$ cat src/rtl/flit_eject.sv
// Receive-side ring endpoint: ejects flits addressed to this node into a FIFO
// and forwards everything else (plus broadcasts) with one cycle of latency.
module flit_eject #(
    parameter int FLIT_WIDTH   = 32,
    parameter int ADDR_WIDTH   = 4,
    parameter int DEPTH        = 4,
    parameter int CNT_WIDTH    = 8,
    parameter bit BROADCAST_EN = 1'b1
) (
    input  logic                    clk,
    input  logic                    rst,
    input  logic [ADDR_WIDTH-1:0]   local_id,
    input  logic [FLIT_WIDTH-1:0]   in_flit,
    input  logic                    in_enable,
    output logic [FLIT_WIDTH-1:0]   pass_flit,
    output logic                    pass_enable,
    output logic [FLIT_WIDTH-1:0]   out_flit,
    output logic                    out_valid,
    input  logic                    out_ready,
    output logic [$clog2(DEPTH):0]  fifo_level,
    output logic [CNT_WIDTH-1:0]    drop_count,
    output logic                    overflow
);

    localparam int PTR_W = $clog2(DEPTH);
    localparam int LVL_W = PTR_W + 1;
    localparam logic [LVL_W-1:0] FULL_LVL = LVL_W'(DEPTH);

    logic [FLIT_WIDTH-1:0] r_mem [DEPTH];
    logic [PTR_W-1:0]      r_wr_ptr;
    logic [PTR_W-1:0]      r_rd_ptr;
    logic [LVL_W-1:0]      r_level;
    logic [FLIT_WIDTH-1:0] r_pass_flit;
    logic                  r_pass_enable;
    logic [CNT_WIDTH-1:0]  r_drop_count;
    logic                  r_overflow;

    logic [ADDR_WIDTH-1:0] w_dest;
    logic                  w_match;
    logic                  w_bcast;
    logic                  w_eject_req;
    logic                  w_fwd;
    logic                  w_pop;
    logic                  w_push_ok;
    logic                  w_push;
    logic                  w_drop;

    // A local-address match takes priority: it is ejected only, never forwarded.
    always_comb begin
        w_dest      = in_flit[FLIT_WIDTH-1 -: ADDR_WIDTH];
        w_match     = (w_dest == local_id);
        w_bcast     = BROADCAST_EN && (&w_dest);
        w_eject_req = in_enable && (w_match || w_bcast);
        w_fwd       = in_enable && !w_match;
        w_pop       = (r_level != '0) && out_ready;
        w_push_ok   = (r_level != FULL_LVL) || w_pop;
        w_push      = w_eject_req && w_push_ok;
        w_drop      = w_eject_req && !w_push_ok;
    end

    // NOTE: sequential state uses non-blocking assignments so every register
    // samples the pre-edge values regardless of statement order.
    always_ff @(posedge clk) begin
        if (!rst) begin
            r_wr_ptr      <= '0;
            r_rd_ptr      <= '0;
            r_level       <= '0;
            r_pass_flit   <= '0;
            r_pass_enable <= 1'b0;
            r_drop_count  <= '0;
            r_overflow    <= 1'b0;
        end else begin
            r_pass_enable <= w_fwd;
            if (w_fwd) begin
                r_pass_flit <= in_flit;
            end

            if (w_push) begin
                r_wr_ptr <= r_wr_ptr + PTR_W'(1);
            end
            if (w_pop) begin
                r_rd_ptr <= r_rd_ptr + PTR_W'(1);
            end

            case ({w_push, w_pop})
                2'b10:   r_level <= r_level + LVL_W'(1);
                2'b01:   r_level <= r_level - LVL_W'(1);
                default: r_level <= r_level;
            endcase

            if (w_drop) begin
                r_overflow <= 1'b1;
                if (!(&r_drop_count)) begin
                    r_drop_count <= r_drop_count + CNT_WIDTH'(1);
                end
            end
        end
    end

    // NOTE: the storage array is deliberately not reset; emptiness is tracked
    // by r_level alone, so stale contents are never observable.
    always_ff @(posedge clk) begin
        if (rst && w_push) begin
            r_mem[r_wr_ptr] <= in_flit;
        end
    end

    assign out_flit    = r_mem[r_rd_ptr];
    assign out_valid   = (r_level != '0);
    assign fifo_level  = r_level;
    assign pass_flit   = r_pass_flit;
    assign pass_enable = r_pass_enable;
    assign drop_count  = r_drop_count;
    assign overflow    = r_overflow;

endmodule

$ cat config.mk
export PLATFORM = sky130hd
export DESIGN_NAME = flit_eject
export DESIGN_NICKNAME = d
export VERILOG_FILES = /design/src/rtl/flit_eject.sv
export SDC_FILE = /design/constraint.sdc
export NUM_CORES = 1
export LEC_CHECK = 0
export ABC_AREA = 1
export BUFFER_PORTS_ARGS = -buffer_cell sky130_fd_sc_hd__buf_2
export CAP_MARGIN = 30
export CORE_UTILIZATION = 55
export CTS_BUF_LIST = sky130_fd_sc_hd__clkbuf_8 sky130_fd_sc_hd__clkbuf_16
export DETAILED_ROUTE_END_ITERATION = 8
export PLACE_DENSITY = 0.8
export SLEW_MARGIN = 20
export SYNTH_ARGS = -nofsm -noshare
export SYNTH_HDL_FRONTEND = slang
export SYNTH_SLANG_ARGS = --single-unit
$ cat constraint.sdc
create_clock -name clk -period 3 [get_ports clk]
set_input_delay 0.3 -clock clk [delete_from_list [all_inputs] [get_ports clk]]
set_output_delay 0.3 -clock clk [all_outputs]
set_load 0.05 [all_outputs]
==> flow_summary.toml <==
[outcome]
status = "completed"

[route]
drc = 0
wl_per_cell_um = 16.8
num_vias = 4924
vias_per_cell = 5.51
final_antenna_net_count = 0
drt_iter0_markers = 358
wirelength_um = 15000
dr.pass1.iters = 5

[sta]
drv_slew = 0
fin_crit_sh_pct = 84.0
post-route-min-period_ns = 2.52
finalSetupViolCount = 0
rsz0062_at_grt = "no"
tightest_slew_ns = 0.794
setup-tns-final_ns = 0
timing.final.hold_violations = 0
max_slew_margin_pct = 47.0
fmax_mhz = 397
clock_skew_ns = 0.00793

[flow_run]
drv_cap = 0

[critical_path]
end_kind = "output pin"
start_kind = "flop"
worstPathMaxFanout = 51
required_ns = 2.70
crit_arrival_ns = 2.22
path_class = "reg -> out"

[power]
p_leak_uw = 0.00328
powerDensity_nw_per_um2 = 853
power_uw = 7110
peakVddDrop_mv = 0.821

[grt]
overflow = 0
grt_pass1_vias = 4649
grt_max_degree = 65
grt_use_total_pct = 24.3
grt_pass1_wl_um = 23600
grt_antenna_before_repair = 0

[synth]
syn_area_sq_um = 6850
synthTopCellsByArea = "edfxtp_1, dfxtp_1, nor2_1"
synth-seq-cells = 179
syn-num-nets = 638
avgSynthCellArea_sq_um = 11.6
seq_area_frac_synth_pct = 71.0
yosysTopAreaCell = "edfxtp_1"
ys_warn_count = 0
synth.distinct_cells = 34
synthCells = 592
yosysTopAreaCellShare_pct = 56.1

[placement]
gp_congestion = 0.814
portBuffers = 117
place_hpwl_um = 9210

[die]
row_count = 40
core-area_sq_um = 12100
die_h_um = 114
start_util_pct = 56.8
die_w_um = 114
ios = 118
die_area_sq_um = 12900

[hold_path]
hp-class = "in -> reg"

[final_layout]
fillerInstances = 856
final_common_cell = "nor2_1"
drive_gt1_share_pct = 25.7
antennaDiodeCount = 0
mostFrequentLayoutCells = "nor2_1, edfxtp_1, buf_2"
finalNetCount = 758
areaGrowthSynthToFinish_pct = 21.7

[cts]
clk_latency_ns = 0.43
cts_buffers = 17
ctsHtreeMaxLevel = 4
ctsResizeCount = 0
cts.sinks = 179
cts_tree = "done"
postCtsHoldBufs = 0
path_clk_slew_ns = 0.07
root_buffer = "clkbuf_16"
post_cts.repair.setup_buffers = 0
cts_buffer_depth = 2
==> worst paths after layout <==
check / cells past startpoint / start / slack, ns / to
worst min-delay path: 1 / in_flit[2] / 0.10 / r_mem[0][2]
worst max register to register: 7 / fifo_level[2] / 0.83 / r_mem[3][29]
worst max-delay path: 5 / flop / 0.48 / out_flit[8]
worst min register to register: 1 / overflow / 0.46 / overflow
==> worst max-delay path: stages (launching register included) <==
cell and delay (ns):
dfxtp_2 0.32, inv_2 0.56, buf_4 0.32, o21ai_0 0.11
o22ai_1 0.16, buf_2 0.30
==> through the flow <==
stage          hold slack, ns  cell area, sq um  std cells  setup slack (ns)  util, %
6_report                0.104              8330        893             0.481     69.1
5_1_grt                0.0845              8330        893             0.298     69.1
4_1_cts                0.0778              8310        892             0.385     68.9
3_5_place_dp            0.451              7650        860             0.668     63.5
3_3_place_gp            0.447              7650        860             0.743     63.5
2_1_floorplan           0.399              6850        592            -0.257        -
==> power by group <==
part	internal (uW)	switching, uW
Sequential	2730	53.9
Combinational	410	1520
Clock	1500	899
==> logic make-up (layout without fill, tap and decap cells) <==
logic type,Yosys count,in the layout,share of synthesized area [%]
XOR/XNOR,4,4,0.512
buffers and inverters,58,191,3.43
adder cells (fa/ha/maj),6,6,1.21
flip-flops,179,179,71.0
AO/OA/AOI/OAI,153,153,11.8
AND/OR/NAND/NOR,192,192,12.0
==> synthesized netlist by cell type (all sizes together) <==
cell type / number
inv: 27
o21ai: 103
edfxtp: 128
nand3b: 1
nand2: 36
fa: 1
nand3: 10
buf: 9
a21oi: 16
clkbuf: 20
ha: 5
clkinv: 2
nand4: 4
xor2: 2
nor3: 3
nor2: 138
o22ai: 32
xnor2: 2
a31oi: 1
dfxtp: 51
o21a: 1
==> registers in the layout, summed over array words and instances, names as in the netlist, named ones only <==
signal and cells:
drop_count 8, fifo_level 3, overflow 1, pass_enable 1, pass_flit 32, r_mem 128
r_rd_ptr 2, r_wr_ptr 2
==> cell type report <==
class | instances | area (sq um) | area share [%]
multi-input combinational | 355 | 1780 | 21.4
sequential | 179 | 4870 | 58.4
timing repair buffer | 130 | 716 | 8.59
inverter | 29 | 109 | 1.31
clock inverter | 14 | 214 | 2.57
tap | 168 | 210 | 2.52
clock buffer | 18 | 439 | 5.27
==> per-layer routing <==
metal	vias up	GRT usage (%)	routed length, um
li1	2327	-	-
met1	2355	32.0	6270
met2	222	38.9	7370
met3	20	6.48	1160
met4	0	9.30	195
met5	-	0	0
No activity file was read; power rests on OpenSTA's default activity.
